--- src/rtl/ps2_pkg.sv ---
// ---------------------------------------------------------------------------
// ps2_pkg
// Shared definitions for the PS/2 host transmitter and keyboard receiver.
//   ps2_tx_state_t : host transmitter state encoding
//   CMD_*          : common host-to-keyboard command bytes
//   RSP_*          : common keyboard response bytes
//   odd_parity()   : parity bit that makes the 9-bit frame have odd weight
// ---------------------------------------------------------------------------
package ps2_pkg;

    typedef enum logic [2:0] {
        IDLE,
        INHIBIT,
        START,
        SEND,
        WAIT_IDLE
    } ps2_tx_state_t;

    localparam logic [7:0] CMD_SET_LEDS = 8'hED;
    localparam logic [7:0] CMD_ENABLE   = 8'hF4;
    localparam logic [7:0] CMD_RESET    = 8'hFF;

    localparam logic [7:0] RSP_ACK      = 8'hFA;
    localparam logic [7:0] RSP_RESEND   = 8'hFE;

    // The parity bit is 1 when the data byte has an even number of ones.
    function automatic logic odd_parity(input logic [7:0] data);
        return ~^data;
    endfunction

endpackage

--- src/rtl/ps2_line_sync.sv ---
// ---------------------------------------------------------------------------
// ps2_line_sync
// Two-flop synchronizer for the raw PS/2 clock and data pads, plus a
// falling-edge detector on each synchronized line. Shared by the host
// transmitter and the keyboard receiver.
// Ports:
//   clk, rst_n   : system clock, asynchronous active-low reset
//   clk_in       : raw PS/2 clock pad value (asynchronous)
//   data_in      : raw PS/2 data pad value (asynchronous)
//   clk_sync     : synchronized PS/2 clock
//   data_sync    : synchronized PS/2 data
//   clk_fall     : one-cycle strobe on a falling edge of clk_sync
//   data_fall    : one-cycle strobe on a falling edge of data_sync
// ---------------------------------------------------------------------------
module ps2_line_sync (
    input  logic clk,
    input  logic rst_n,
    input  logic clk_in,
    input  logic data_in,
    output logic clk_sync,
    output logic data_sync,
    output logic clk_fall,
    output logic data_fall
);

    logic [1:0] clk_ff;
    logic [1:0] data_ff;
    logic       clk_prev;
    logic       data_prev;

    // Everything resets to 1 so that an idle (pulled-up) bus produces no
    // spurious falling edge when reset is released.
    always_ff @(posedge clk or negedge rst_n) begin
        if (!rst_n) begin
            clk_ff    <= 2'b11;
            data_ff   <= 2'b11;
            clk_prev  <= 1'b1;
            data_prev <= 1'b1;
        end else begin
            clk_ff    <= {clk_ff[0], clk_in};
            data_ff   <= {data_ff[0], data_in};
            clk_prev  <= clk_ff[1];
            data_prev <= data_ff[1];
        end
    end

    assign clk_sync  = clk_ff[1];
    assign data_sync = data_ff[1];

    // Edge strobes are combinational so the FSM can react in the same cycle
    // the synchronized level changes.
    assign clk_fall  = clk_prev  & ~clk_ff[1];
    assign data_fall = data_prev & ~data_ff[1];

endmodule

--- src/rtl/ps2_host_transmitter.sv ---
// ---------------------------------------------------------------------------
// ps2_host_transmitter
// Sends one command byte from the host to a PS/2 device: clock inhibit,
// request-to-send, device-clocked shifting of 8 data bits + odd parity +
// stop, then the device acknowledge bit.
// Parameters:
//   INHIBIT_CYCLES : clk cycles the PS/2 clock is held low before start
//   START_CYCLES   : clk cycles clock and data are both low before release
//   TIMEOUT_CYCLES : max clk cycles from clock release to bus idle
// Ports:
//   clk, rst_n     : system clock, asynchronous active-low reset
//   tx_data        : command byte, captured on accept
//   tx_valid       : send request
//   tx_ready       : high only while idle; accept = tx_valid && tx_ready
//   ps2_clk_in     : raw PS/2 clock pad value
//   ps2_data_in    : raw PS/2 data pad value
//   ps2_clk_oe     : 1 = pull PS/2 clock low, 0 = release
//   ps2_data_oe    : 1 = pull PS/2 data low, 0 = release
//   busy           : high in every state except IDLE
//   tx_done        : one-cycle pulse, byte acknowledged by the device
//   tx_error       : one-cycle pulse, NACK or timeout
// ---------------------------------------------------------------------------
module ps2_host_transmitter
    import ps2_pkg::*;
#(
    parameter int INHIBIT_CYCLES = 10000,
    parameter int START_CYCLES   = 4,
    parameter int TIMEOUT_CYCLES = 2000000
) (
    input  logic       clk,
    input  logic       rst_n,
    input  logic [7:0] tx_data,
    input  logic       tx_valid,
    output logic       tx_ready,
    input  logic       ps2_clk_in,
    input  logic       ps2_data_in,
    output logic       ps2_clk_oe,
    output logic       ps2_data_oe,
    output logic       busy,
    output logic       tx_done,
    output logic       tx_error
);

    // One counter is shared by the inhibit, start and timeout phases, so it
    // must be wide enough for the longest of them.
    localparam int MAX_A      = (INHIBIT_CYCLES > START_CYCLES) ? INHIBIT_CYCLES : START_CYCLES;
    localparam int MAX_CYCLES = (TIMEOUT_CYCLES > MAX_A) ? TIMEOUT_CYCLES : MAX_A;
    localparam int CNT_W      = $clog2(MAX_CYCLES + 1);

    localparam logic [CNT_W-1:0] INHIBIT_LAST = CNT_W'(INHIBIT_CYCLES - 1);
    localparam logic [CNT_W-1:0] START_LAST   = CNT_W'(START_CYCLES - 1);
    localparam logic [CNT_W-1:0] TIMEOUT_LAST = CNT_W'(TIMEOUT_CYCLES - 1);

    ps2_tx_state_t    state, state_next;
    logic [CNT_W-1:0] cnt, cnt_next;
    logic [3:0]       bitcnt, bitcnt_next;
    logic [7:0]       data_q, data_next;
    logic             par_q, par_next;
    logic             data_bit_oe, data_bit_next;
    logic             nack_q, nack_next;
    logic             done_q, done_next;
    logic             error_q, error_next;
    logic             clk_oe_q, clk_oe_next;
    logic             data_oe_q, data_oe_next;

    logic             clk_sync;
    logic             data_sync;
    logic             clk_fall;
    logic             data_fall_unused;

    ps2_line_sync u_sync (
        .clk       (clk),
        .rst_n     (rst_n),
        .clk_in    (ps2_clk_in),
        .data_in   (ps2_data_in),
        .clk_sync  (clk_sync),
        .data_sync (data_sync),
        .clk_fall  (clk_fall),
        .data_fall (data_fall_unused)
    );

    // State and datapath registers. The pad enables are registered so the
    // open-drain drivers never see decode glitches, and reset releases both
    // lines immediately.
    always_ff @(posedge clk or negedge rst_n) begin
        if (!rst_n) begin
            state       <= IDLE;
            cnt         <= '0;
            bitcnt      <= '0;
            data_q      <= '0;
            par_q       <= 1'b0;
            data_bit_oe <= 1'b0;
            nack_q      <= 1'b0;
            done_q      <= 1'b0;
            error_q     <= 1'b0;
            clk_oe_q    <= 1'b0;
            data_oe_q   <= 1'b0;
        end else begin
            state       <= state_next;
            cnt         <= cnt_next;
            bitcnt      <= bitcnt_next;
            data_q      <= data_next;
            par_q       <= par_next;
            data_bit_oe <= data_bit_next;
            nack_q      <= nack_next;
            done_q      <= done_next;
            error_q     <= error_next;
            clk_oe_q    <= clk_oe_next;
            data_oe_q   <= data_oe_next;
        end
    end

    // Next-state and datapath logic. During SEND the host changes data on
    // each device clock fall so the device sees it stable on the next rise.
    // The timeout check comes first so it wins over a coinciding fall.
    always_comb begin
        state_next    = state;
        cnt_next      = cnt;
        bitcnt_next   = bitcnt;
        data_next     = data_q;
        par_next      = par_q;
        data_bit_next = data_bit_oe;
        nack_next     = nack_q;
        done_next     = 1'b0;
        error_next    = 1'b0;
        clk_oe_next   = 1'b0;
        data_oe_next  = 1'b0;

        case (state)
            IDLE: begin
                cnt_next = '0;
                if (tx_valid) begin
                    data_next  = tx_data;
                    par_next   = odd_parity(tx_data);
                    state_next = INHIBIT;
                end
            end

            INHIBIT: begin
                if (cnt == INHIBIT_LAST) begin
                    cnt_next   = '0;
                    state_next = START;
                end else begin
                    cnt_next = cnt + 1'b1;
                end
            end

            START: begin
                if (cnt == START_LAST) begin
                    cnt_next      = '0;
                    bitcnt_next   = '0;
                    data_bit_next = 1'b1;
                    state_next    = SEND;
                end else begin
                    cnt_next = cnt + 1'b1;
                end
            end

            SEND: begin
                if (cnt == TIMEOUT_LAST) begin
                    cnt_next      = '0;
                    data_bit_next = 1'b0;
                    error_next    = 1'b1;
                    state_next    = IDLE;
                end else begin
                    cnt_next = cnt + 1'b1;
                    if (clk_fall) begin
                        bitcnt_next = bitcnt + 4'd1;
                        if (bitcnt < 4'd8) begin
                            data_bit_next = ~data_q[bitcnt[2:0]];
                        end else if (bitcnt == 4'd8) begin
                            data_bit_next = ~par_q;
                        end else if (bitcnt == 4'd9) begin
                            data_bit_next = 1'b0;
                        end else begin
                            data_bit_next = 1'b0;
                            nack_next     = data_sync;
                            state_next    = WAIT_IDLE;
                        end
                    end
                end
            end

            WAIT_IDLE: begin
                if (cnt == TIMEOUT_LAST) begin
                    cnt_next   = '0;
                    error_next = 1'b1;
                    state_next = IDLE;
                end else if (clk_sync && data_sync) begin
                    cnt_next   = '0;
                    done_next  = ~nack_q;
                    error_next = nack_q;
                    state_next = IDLE;
                end else begin
                    cnt_next = cnt + 1'b1;
                end
            end

            default: begin
                cnt_next      = '0;
                data_bit_next = 1'b0;
                state_next    = IDLE;
            end
        endcase

        clk_oe_next  = (state_next == INHIBIT) || (state_next == START);
        data_oe_next = (state_next == START) || ((state_next == SEND) && data_bit_next);
    end

    assign tx_ready    = (state == IDLE);
    assign busy        = (state != IDLE);
    assign ps2_clk_oe  = clk_oe_q;
    assign ps2_data_oe = data_oe_q;
    assign tx_done     = done_q;
    assign tx_error    = error_q;

endmodule
--- config.mk ---
export PLATFORM = sky130hd
export DESIGN_NAME = ps2_host_transmitter
export DESIGN_NICKNAME = d
export VERILOG_FILES = /design/src/rtl/ps2_pkg.sv /design/src/rtl/ps2_line_sync.sv /design/src/rtl/ps2_host_transmitter.sv
export SDC_FILE = /design/constraint.sdc
export NUM_CORES = 1
export LEC_CHECK = 0
export CORE_MARGIN = 3
export CORE_UTILIZATION = 52
export DETAILED_ROUTE_END_ITERATION = 8
export PLACE_DENSITY = 0.83
export SYNTH_ARGS = -nofsm -noshare
export SYNTH_HDL_FRONTEND = slang
export SYNTH_SLANG_ARGS = --single-unit
--- constraint.sdc ---
create_clock -name clk -period 2.06 [get_ports clk]
set_input_delay 0.412 -clock clk [delete_from_list [all_inputs] [get_ports clk]]
set_output_delay 0.412 -clock clk [all_outputs]
set_load 0.005 [all_outputs]
==> impl_results.md, run 1 <==
- Run status: finished, final reports clean
- Netlist cell types: 45
- Initial antenna violation count: 0
- Tot GR Track Use: 18.84%
- Static Leakage: 1.285 nW
- Slowest Stage Delay on Critical Path: 0.45 ns
- Synth area leaders: dfrtp_1 (44%), xnor2_1 (8.6%), nor2_1 (6.3%)
- Grt ovf: 0
- Placed Cells incl. Taps: 318
- Final GP Congestion: 0.8067
- Ys async rst share: 100.0%
- Post-synthesis cell area: 2454 sq um
- DP Wirelength: 3486 um
- Max Cap Violations: 0
- Final net count: 291
- Fmax: 0.5041 GHz
- R2R cell count: 7
- CP Cell Sequence: nor4_4, and3_4, and3_2, a2bb2oi_1, o21a_1, buf_12, nor2_1
- CP endpoint kind: flop
- Hold Buf Count CTS: 0
- Via/cell ratio: 5.667
- Die W: 74.69 um
- Post-synthesis average cell area: 10.27 sq um
- Hold WS: 0.02406 ns
- CP max stage cell: dfrtp_2
- Area of the core: 4444 sq um
- Worst vdd ir: 0.0003235 V
- CTS Buffer Depth: 2
- Placed inst area: 2775 sq um
- Post-Syn Nets: 256
- Skew final: 0.01016 ns
- Clock slew at the register clock pins of the worst setup and hold paths: 0.08 ns
- Fin crit period: 1.984 ns
- Hold WC Path Type: input port to async pin
- ANT cells: 0
- Post-route DRC: 0
- CTS root buffer: clkbuf_8
- CP top delay family: simple AND/OR/NAND/NOR gates
- Die Height: 74.69 um
- Antenna-violating nets left: 0
- Fin crit share: 96.31%
- Cell with the most instances after synthesis: dfrtp_1
- Drt first pass iters: 4
- Top FF cell, synth: dfrtp_1
- IO buf count: 18
- Post-synth top area cell: dfrtp_1
- H-tree Lvls: 2
- Filler Cells Inserted: 338
- Final hold viol count: 0
- Worst-margin pin slew: 0.4298 ns
- Die Area: 5579 sq um
- Ys Warns: 0
- DR vias: 1853
- R2r setup slk: 0.08 ns
- First-pass GRT wire length: 7914 um
- Post-synth top area share: 43.86%
- Skew-Pair Late Insertion Delay: 0.30 ns
- Final Non-Filler Cells: 327
- Post-Syn Instances: 239
- Setup-failing EPs final: 0
- Drt wl/cell: 14.99 um
- Setup CP Type: flop to flop
- Drt total wl: 4903 um
- Max-slew violations: 0
- Largest net degree at the start of global routing: 21
- CTS tree: built
- Syn-to-layout area delta: 20.50%
- Register area share after synthesis: 49.21%
- Final Power: 1.559 mW
- Starting DRC count in detailed routing: 99
- Critical path data arrival time: 2.17 ns
- Slew HR: 71.28%
- Site row count: 24
- Num ports: 19
- Final instance area: 2957 sq um
- Worst Path Required: 2.24 ns
- EDFF count, synth: 0
- Vias in the first global route: 1773
- Worst path bufs/invs: 1
- Synth top cells by count: dfrtp_1 (43), nor2_1 (41), xnor2_1 (24)
- Clk sinks: 48
- Layout cell share with drive strength beyond 1: 23.64%
- Initial Utilization: 55.21%
- Startpoint types: flop
- Pwr Density: 527.2 nW/um^2
- CP Max Fanout: 20
- Seq cells post-synth: 48
- CP Depth: 7
- Inserted Clock Buffers: 5
## per-stage QoR
stage                     utilization (%)  TNS [ns]  worst slack (ns)
after floorplan                         -         0           0.03131
after global placement              62.44         0            0.1094
after detailed placement            62.44         0          0.005266
after CTS                           64.50         0          0.001141
after global routing                66.53   -0.6496          -0.04983
final                               66.53         0           0.07607
## where the power goes
group          internal [mW]  total (mW)  switching [mW]
logic                 0.0377      0.0740          0.0363
clock network          0.238       0.531           0.293
registers              0.950       0.953         0.00296
## per-layer routing
metal | global-route usage (%) | vias up | wire [um]
met3 | 3.605 | 10 | 187
met5 | 0 | - | 0
li1 | - | 888 | -
met4 | 7.905 | 0 | 89
met2 | 31.12 | 47 | 2482
met1 | 24.37 | 908 | 2144
## logic make-up (layout without fill, tap and decap cells)
group | Yosys count | in the layout | share of synthesized area [%]
and+or+nand+nor | 104 | 104 | 21.72
adders and majority gates | 4 | 4 | 2.040
AOI/OAI and AO/OA | 28 | 28 | 7.649
DFF | 48 | 48 | 49.21
buffers and inverters | 17 | 53 | 3.620
xor gates and xnor gates | 27 | 27 | 9.638
muxes | 11 | 11 | 6.120
## final cells by class
| cell class | instances | area, sq um | area share (%) |
|---|---|---|---|
| clock buffers | 7 | 76.32 | 2.581 |
| clock inverters | 1 | 5.005 | 0.1693 |
| multi-input cells | 174 | 1246 | 42.15 |
| repair buffers | 35 | 315.3 | 10.66 |
| well taps | 52 | 65.06 | 2.201 |
| inverters | 10 | 37.54 | 1.270 |
| flip-flops and latches | 48 | 1211 | 40.96 |
## final timing paths
check                                           start                     endpoint
max                                 cnt[12]$_DFF_PN0_            cnt[20]$_DFF_PN0_
min                                             rst_n            cnt[15]$_DFF_PN0_
max reg2reg                         cnt[12]$_DFF_PN0_            cnt[20]$_DFF_PN0_
min reg2reg                u_sync.clk_ff[0]$_DFF_PN1_   u_sync.clk_ff[1]$_DFF_PN1_
max in group asynchronous                       rst_n  u_sync.data_ff[0]$_DFF_PN1_
min in group clk           u_sync.clk_ff[0]$_DFF_PN1_   u_sync.clk_ff[1]$_DFF_PN1_
## state kept, by name (all words and copies together) (netlist names), 2 cells and up
| name | cells |
|---|---|
| cnt | 21 |
| data_q | 8 |
| bitcnt | 4 |
| state | 3 |
| u_sync.clk_ff | 2 |
| u_sync.data_ff | 2 |
## layout by cell type, fill, tap and decap left out, drive strengths merged, types with 3 or more instances in the layout
cell,netlist,layout
dfrtp,43,43
nor2,41,41
xnor2,24,24
buf,6,18
clkdlybuf4s50,0,17
nand2,13,13
a21oi,12,12
nand3,12,12
inv,10,10
mux2,9,9
clkbuf,1,7
o21ai,6,6
and3,6,6
nor3,6,6
nor4,6,6
dfstp,5,5
nand4,4,4
ha,4,4
nand2b,3,3
xor2,3,3
## worst register-to-register path, stage by stage (launching register included)
cell and delay (ns):
dfrtp_2 0.45, nor4_4 0.33, and3_4 0.27, and3_2 0.18, a2bb2oi_1 0.21, o21a_1 0.20
buf_12 0.16, nor2_1 0.06
## timing repair
| action | in CTS | in global routing |
|---|---|---|
| endpoints found under the setup margin | 14 | 24 |
| endpoints found under the hold margin | 0 | 0 |
| resized for setup | 2 | 17 |
| pin swaps | 0 | 1 |
| setup buffers | 0 | 1 |
Power figures use the tool's default switching activity.
==> run 2: changes to the inputs <==
SKIP_CTS_REPAIR_TIMING = 1   (was default)
==> run 2 against run 1 <==
Against the previous run:
- clock skew shrank 0.0020 ns
- hold slack worse by 0.0011 ns
- die area is the same
- combinational power hardly changed
- sequential share of layout area rose by 0.087 points
- final area is 0.21% lower
- sequential power is essentially flat
- first-iteration DRC count up 3.0%
==> impl_results.md, run 2 (synthesis results as in run 1) <==
- Run status: finished, final reports clean
- Die W: 74.69 um
- CTS Buffer Depth: 2
- CP top delay family: simple AND/OR/NAND/NOR gates
- Post-route DRC: 0
- Global Route met2 Usage: 31.22%
- Grt ovf: 0
- Die Height: 74.69 um
- Startpoint types: flop
- Inserted Clock Buffers: 5
- DP Wirelength: 3486 um
- Critical path data arrival time: 2.17 ns
- H-tree Lvls: 2
- Post-route setup slack: 0.07616 ns
- Via/cell ratio: 5.624
- CP max stage cell: dfrtp_2
- Fin crit period: 1.984 ns
- Initial Utilization: 55.21%
- Tot GR Track Use: 18.72%
- DP Worst Slack: 0.005266 ns
- Slew HR: 71.28%
- Largest net degree at the start of global routing: 21
- Clock slew at the register clock pins of the worst setup and hold paths: 0.08 ns
- Final hold viol count: 0
- Skew-Pair Late Insertion Delay: 0.30 ns
- Final net count: 291
- Fin util: 66.39%
- CTS tree: built
- Drt total wl: 4880 um
- Worst path bufs/invs: 1
- Clk sinks: 48
- Most frequent cells in the layout: nor2_1 (40), dfrtp_1 (40), xnor2_1 (24)
- Max-slew violations: 0
- Initial antenna violation count: 0
- Hold WC Path Type: input port to async pin
- Max reg flops: 21
- Num ports: 19
- Busiest layer in global routing: met2
- IO buf count: 18
- Drt first pass iters: 4
- Drt wl/cell: 14.92 um
- Layout cell share with drive strength beyond 1: 23.64%
- Most flop-heavy register: cnt
- DR vias: 1839
- Hold WS: 0.02295 ns
- Pwr Density: 528.0 nW/um^2
- Largest regs: cnt: 21 flops, data_q: 8 flops, bitcnt: 4 flops
- Met3 Usage GRT: 3.605%
- CTS root buffer: clkbuf_8
- Starting DRC count in detailed routing: 102
- Worst vdd ir: 0.0003242 V
- Worst Path Required: 2.25 ns
- Syn-to-layout area delta: 20.24%
- Fin crit share: 96.30%
- Max Cap Violations: 0
- Fmax: 0.5041 GHz
- CP endpoint kind: flop
- Die Area: 5579 sq um
- CP Max Fanout: 20
- Final GP Congestion: 0.8067
- Site row count: 24
- GR Layer Usage met1: 23.94%
- CP Cell Sequence: nor4_4, and3_4, and3_2, a2bb2oi_1, o21a_1, buf_12, nor2_1
- Vias in the first global route: 1770
- First-pass GRT wire length: 7872 um
- Area of the core: 4444 sq um
- Antenna-violating nets left: 0
- Skew final: 0.008200 ns
- Static Leakage: 1.285 nW
- Setup CP Type: flop to flop
- ANT cells: 0
- Setup-failing EPs final: 0
- Slowest Stage Delay on Critical Path: 0.45 ns
- Worst-margin pin slew: 0.4298 ns
[run 2: metal layers]
layer | share of wire (%) | up-vias
met1 | 44 | 900
met2 | 51 | 38
met3 | 3.4 | 12
li1 | - | 889
met4 | 2.0 | 0
met5 | 0 | -
[run 2: worst register-to-register path: stages (launching register included)]
cell and delay (ns):
dfrtp_2 0.45, nor4_4 0.32, and3_4 0.27, and3_2 0.18, a2bb2oi_1 0.21, o21a_1 0.21
buf_12 0.16, nor2_1 0.06
[run 2: final cells by class]
cell class,instances,area [sq um]
clock buffers,7,76.32
clock inverters,1,5.005
fillers,339,1494
inverters,10,37.54
multi-input cells,174,1240
flip-flops and latches,48,1211
well taps,52,65.06
repair buffers,35,315.3
[run 2: worst paths after layout]
path | start | endpoint | slack [ns] | cells past startpoint
max | cnt[12]$_DFF_PN0_ | cnt[20]$_DFF_PN0_ | 0.08 | 7
min | rst_n | cnt[15]$_DFF_PN0_ | 0.02 | 1
max reg2reg | cnt[12]$_DFF_PN0_ | cnt[20]$_DFF_PN0_ | 0.08 | 7
min reg2reg | u_sync.clk_ff[0]$_DFF_PN1_ | u_sync.clk_ff[1]$_DFF_PN1_ | 0.36 | 0
max in group asynchronous | rst_n | u_sync.clk_ff[0]$_DFF_PN1_ | 1.41 | 2
min in group clk | u_sync.clk_ff[0]$_DFF_PN1_ | u_sync.clk_ff[1]$_DFF_PN1_ | 0.36 | 0
[run 2: power breakdown]
part	switching [mW]	total, mW	internal [mW]	leakage [nW]
Sequential	0.00300	0.953	0.950	0.625
Clock	0.292	0.531	0.238	0.0422
Combinational	0.0361	0.0738	0.0377	0.618
Total	0.331	1.56	1.23	1.29
[run 2: per-stage QoR]
stage,power [mW],std cells,setup TNS (ns),instance area (sq um)
final,1.558,327,0,2950
after global routing,1.621,327,-0.6517,2950
after floorplan,0.9954,239,0,2454
after CTS,1.580,326,-0.1357,2856
after detailed placement,1.048,318,0,2775
after global placement,1.045,318,0,2775
==> run 3: changes to the inputs <==
CORE_UTILIZATION = 50   (was 52)
PLACE_DENSITY = 0.81   (was 0.83)
==> run 3 against run 2 <==
Against the previous run:
- sequential power barely moved
- fmax down 0.47%
- cell count up 3.7%
- combinational power increased by 0.9%
- setup slack worse by 0.0093 ns
- register-to-register slack barely moved
- via count is 1.3% lower
- global-route usage down 1.8 points
- sequential cell count is the same
- clock power is 13% higher
- die area is 3.7% higher
- critical path type is now flop to output port
- highest routed layer unchanged
==> impl_results.md, run 3 (synthesis results as in run 1) <==
- Setup TNS: 0 ns
- Slew HR: 58.09%
- Busiest layer in global routing: met2
- Drt total wl: 4602 um
- Global Route met2 Usage: 28.46%
- Initial antenna violation count: 0
- Startpoint types: flop
- Antenna-violating nets left: 0
- Internal power: 1.261 mW
- Die W: 76.05 um
- Critical Path Source: state[0]$_DFF_PN0_
- Syn-to-layout area delta: 19.43%
- Skew final: 0.01114 ns
- Vias in the first global route: 1743
- Clk sinks: 48
- DP Wirelength: 3234 um
- Drt wl/cell: 13.58 um
- GR Layer Usage met1: 22.07%
- Most flop-heavy register: cnt
- Inserted Clock Buffers: 5
- CTS Buffer Depth: 2
- Most frequent cells in the layout: dfrtp_1 (42), nor2_1 (41), xnor2_1 (24)
- First-pass GRT wire length: 7955 um
- Combinational share of power: 4.6%
- Worst-margin pin slew: 0.6287 ns
- Largest net degree at the start of global routing: 28
- CP endpoint kind: output port
- DP Worst Slack: 0.06172 ns
- Hold WC Path Type: input port to async pin
- Largest regs: cnt: 21 flops, data_q: 8 flops, bitcnt: 4 flops
- Most common cell after layout, fill and taps aside: dfrtp_1
- Via/cell ratio: 5.354
- ANT cells: 0
- CTS root buffer: clkbuf_8
- Critical path data arrival time: 1.58 ns
- Post-route setup slack: 0.06682 ns
- R2R cell count: 6
- Starting DRC count in detailed routing: 105
- Setup CP Type: flop to output port
- Worst vdd ir: 0.0004722 V
- Met3 Usage GRT: 3.191%
- Skew-Pair Late Insertion Delay: 0.31 ns
- Drt first pass iters: 4
- Area of the core: 4534 sq um
- Site row count: 24
- Max Cap Violations: 0
- Die Height: 76.05 um
- Placed Cells incl. Taps: 330
- Die Area: 5784 sq um
- Filler Cells Inserted: 348
- CP endpoint: tx_ready
- Switching power: 367.3 uW
- Pwr Density: 555.8 nW/um^2
- Num ports: 19
- Post-route DRC: 0
- Fin util: 64.62%
- Clock power share: 36.9%
- CP Max Fanout: 10
- H-tree Lvls: 2
- Fin crit share: 96.76%
- Final net count: 290
- Clock slew at the register clock pins of the worst setup and hold paths: 0.10 ns
- Hold WS: 0.1167 ns
- Worst Path Required: 1.65 ns
- Worst r2r src: bitcnt[0]$_DFFE_PN0P_
- Setup-failing EPs final: 0
- Final hold viol count: 0
- Final GP Congestion: 0.8049
- Placed inst area: 2796 sq um
- IO buf count: 18
- Static Leakage: 1.283 nW
- Run status: finished, final reports clean
- Final Non-Filler Cells: 339
- R2r setup slk: 0.09 ns
- Initial Utilization: 54.11%
- Max-slew violations: 0
- Final Power: 1.629 mW
- Fin crit period: 1.993 ns
- Grt ovf: 0
- Max reg flops: 21
- CTS tree: built
- Fmax: 0.5017 GHz
- Seq pwr share: 58.5%
- Worst R2R End: ps2_data_oe$_DFF_PN0_
- Layout cell share with drive strength beyond 1: 20.44%
- DR vias: 1815
- Final instance area: 2930 sq um
- Switch share: 22.55%
- Tot GR Track Use: 16.95%
[run 3: cell count changes in the layout (fill, tap and decap cells not counted), sizes merged]
cell      delta
clkinv       -1
buf          -1
clkbuf       -1
clkinvlp     +2
[run 3: metal layers]
layer  part of all wire, %  vias up
li1                      -      883
met1                    47      891
met2                    49       36
met3                   3.3        5
met4                   1.4        0
met5                     0        -
[run 3: power by group through the flow]
stage | clock (mW) | combinational (mW) | sequential, mW
2_1_floorplan | 0 | 0.0247 | 0.971
3_3_place_gp | 0 | 0.0762 | 0.971
3_5_place_dp | 0 | 0.0771 | 0.972
4_1_cts | 0.604 | 0.0776 | 0.953
5_1_grt | 0.636 | 0.0838 | 0.954
6_report | 0.601 | 0.0745 | 0.953
[run 3: final cells by class]
| type | count | area, sq um | area share [%] |
|---|---|---|---|
| tap | 65 | 81.33 | 2.775 |
| clock inverter | 2 | 15.01 | 0.5124 |
| clock buffer | 6 | 82.58 | 2.818 |
| timing repair buffer | 34 | 320.3 | 10.93 |
| inverter | 10 | 37.54 | 1.281 |
| sequential | 48 | 1209 | 41.25 |
| multi-input combinational | 174 | 1185 | 40.44 |
[run 3: critical path, stage by stage, from the launching register on]
cell and delay (ns):
dfrtp_1 0.50, nor3_2 0.24, clkdlybuf4s50_1 0.53
[run 3: worst min path at each step]
stage,startpoint,endpoint,slack [ns],depth (start not counted)
finish,rst_n,bitcnt[2]$_DFFE_PN0P_,0.12,1
global route,rst_n,bitcnt[2]$_DFFE_PN0P_,0.17,1
CTS,rst_n,bitcnt[2]$_DFFE_PN0P_,0.14,1
detailed placement,u_sync.data_ff[0]$_DFF_PN1_,u_sync.data_ff[1]$_DFF_PN1_,0.35,0
global placement,u_sync.clk_ff[0]$_DFF_PN1_,u_sync.clk_ff[1]$_DFF_PN1_,0.35,0
floorplan,rst_n,bitcnt[0]$_DFFE_PN0P_,0.12,0
==> RTL edit: new RTL, flow settings as in run 3 <==
One comparison of `bitcnt` changes from == to >=.
--- a/src/rtl/ps2_host_transmitter.sv
+++ b/src/rtl/ps2_host_transmitter.sv
@@ -171,5 +171,5 @@
                         end else if (bitcnt == 4'd8) begin
                             data_bit_next = ~par_q;
-                        end else if (bitcnt == 4'd9) begin
+                        end else if (bitcnt >= 4'd9) begin
                             data_bit_next = 1'b0;
                         end else begin
Behaviour: no difference found for any inputs over 10 cycles, from zero or initial values and one cycle with rst_n low; that may be too few to reach the edited logic, so the function may still have changed.
==> RTL edit against run 3 <==
First-iteration DRC count decreased by 19%; via count decreased by 0.44%; sequential cell count stayed put; clock skew shrank 0.0017 ns; setup slack worse by 0.15 ns; sequential share of layout area decreased by 0.65 points; non-clock buffer count grew 8; design area grew 1.5%; the run now ends with negative setup slack left; wire length up 4.5%; area after synthesis decreased by 3.1%; critical endpoint is now ps2_data_oe; hold slack lost 0.046 ns.
Power is not compared: it rests on default switching activity, and its combinational part moved more than twofold at a synthesized area within 25%.
==> RTL edit: results (changes against run 3) <==
status:
  outcome: "finished with violations"
  violations: "negative setup slack"
global_route:
  gr-usage-met1: 0.230  # +0.00969
  grtUsageMet3: 0.0401  # +0.00814
  grt_pass1_wl_um: 7610  # -4.3%
  gr-usage-met2: 0.293  # +0.00846
  track_usage: 0.178  # +0.00805
  grt_max_degree: 26  # -7.1%
yosys:
  ys_types: 43  # -4.4%
  synth_fp_nets: 247  # -3.5%
  ys_seq_area_frac: 0.508  # +0.0155
  synthCells: 229  # -4.2%
  synth_common_cells: "dfrtp_1 (43), nor2_1 (28), nand2_1 (22), xor2_1 (16), nand3_1 (15)"
  synth_area_leaders: "dfrtp_1 (45%), xor2_1 (5.9%), dfstp_2 (5.5%)"
setup_path:
  arrival_ns: 2.32  # +0.74 ns
  rr_startpoint: "cnt[7]"
  worstPathMaxFanout: 5  # -5
  cp_top_family: "simple AND/OR/NAND/NOR gates"
  slowest_stage: "or4_4"
  crit_type: "reg -> reg"
final_layout:
  final_nets: 289  # -0.34%
  multi_input_area_um2: 1180  # -0.21%
  final_cells: 324  # -4.4%
  drive_above_1_share: 0.221  # +0.0162
sta:
  finalSetupViolCount: 21  # +21
  tightest_slew_ns: 0.523  # -0.106 ns
  setup_ws_ns: -0.0815  # -0.148 ns
  finalClockSkew_ns: 0.00941  # -0.00174 ns
  whs_ns: 0.0709  # -0.0458 ns
  fmax_ghz: 0.467  # -6.9%
place:
  dp_slack_ns: -0.0628  # -0.125 ns
  dp_hpwl_um: 3360  # +4.0%
  place.gp.congestion: 0.824  # +2.3%
  dp.cells: 313  # -5.2%
  place_area_um2: 2750  # -1.6%
routing:
  drt-met1-wl_um: 2080  # -3.3%
  wl_met3_um: 233  # +53%
  dr_wl_met2_um: 2430  # +8.7%
  via_count: 1807  # -0.44%
  drt_iter0_markers: 85  # -19%
power_and_ir_drop:
  clock_power_w: 0.000712
RTL edit: cell count changes after synthesis, moves of 5 or more:
cell / delta
xor2_1: +13
a21oi_1: -6
xnor2_1: -13
inv_1: -6
nand2_1: +9
nor2_1: -13
mux2_1: +5
RTL edit: cells by family after synthesis:
| logic type | after synthesis | share of synthesized area |
|---|---|---|
| flops | 48 | 0.508 |
| mux | 12 | 0.0615 |
| simple gates | 108 | 0.238 |
| buf+inv | 11 | 0.0216 |
| xor+xnor | 27 | 0.0994 |
| fa+ha+maj | 5 | 0.0263 |
| compound gates | 18 | 0.0452 |
RTL edit: worst register-to-register path, delay by kind of cell (launching register included):
kind               cells  cell delay (ns)
and+or+nand+nor        5             1.46
DFF                    1             0.42
AOI/OAI and AO/OA      1             0.14
RTL edit: area by class of cell:
type	instances	share of cell area
Multi-Input combinational cell	170	0.398
Timing Repair Buffer	42	0.129
Inverter	4	0.00505
Tap cell	52	0.0219
Sequential cell	48	0.406
Clock buffer	6	0.0278
Clock inverter	2	0.0130
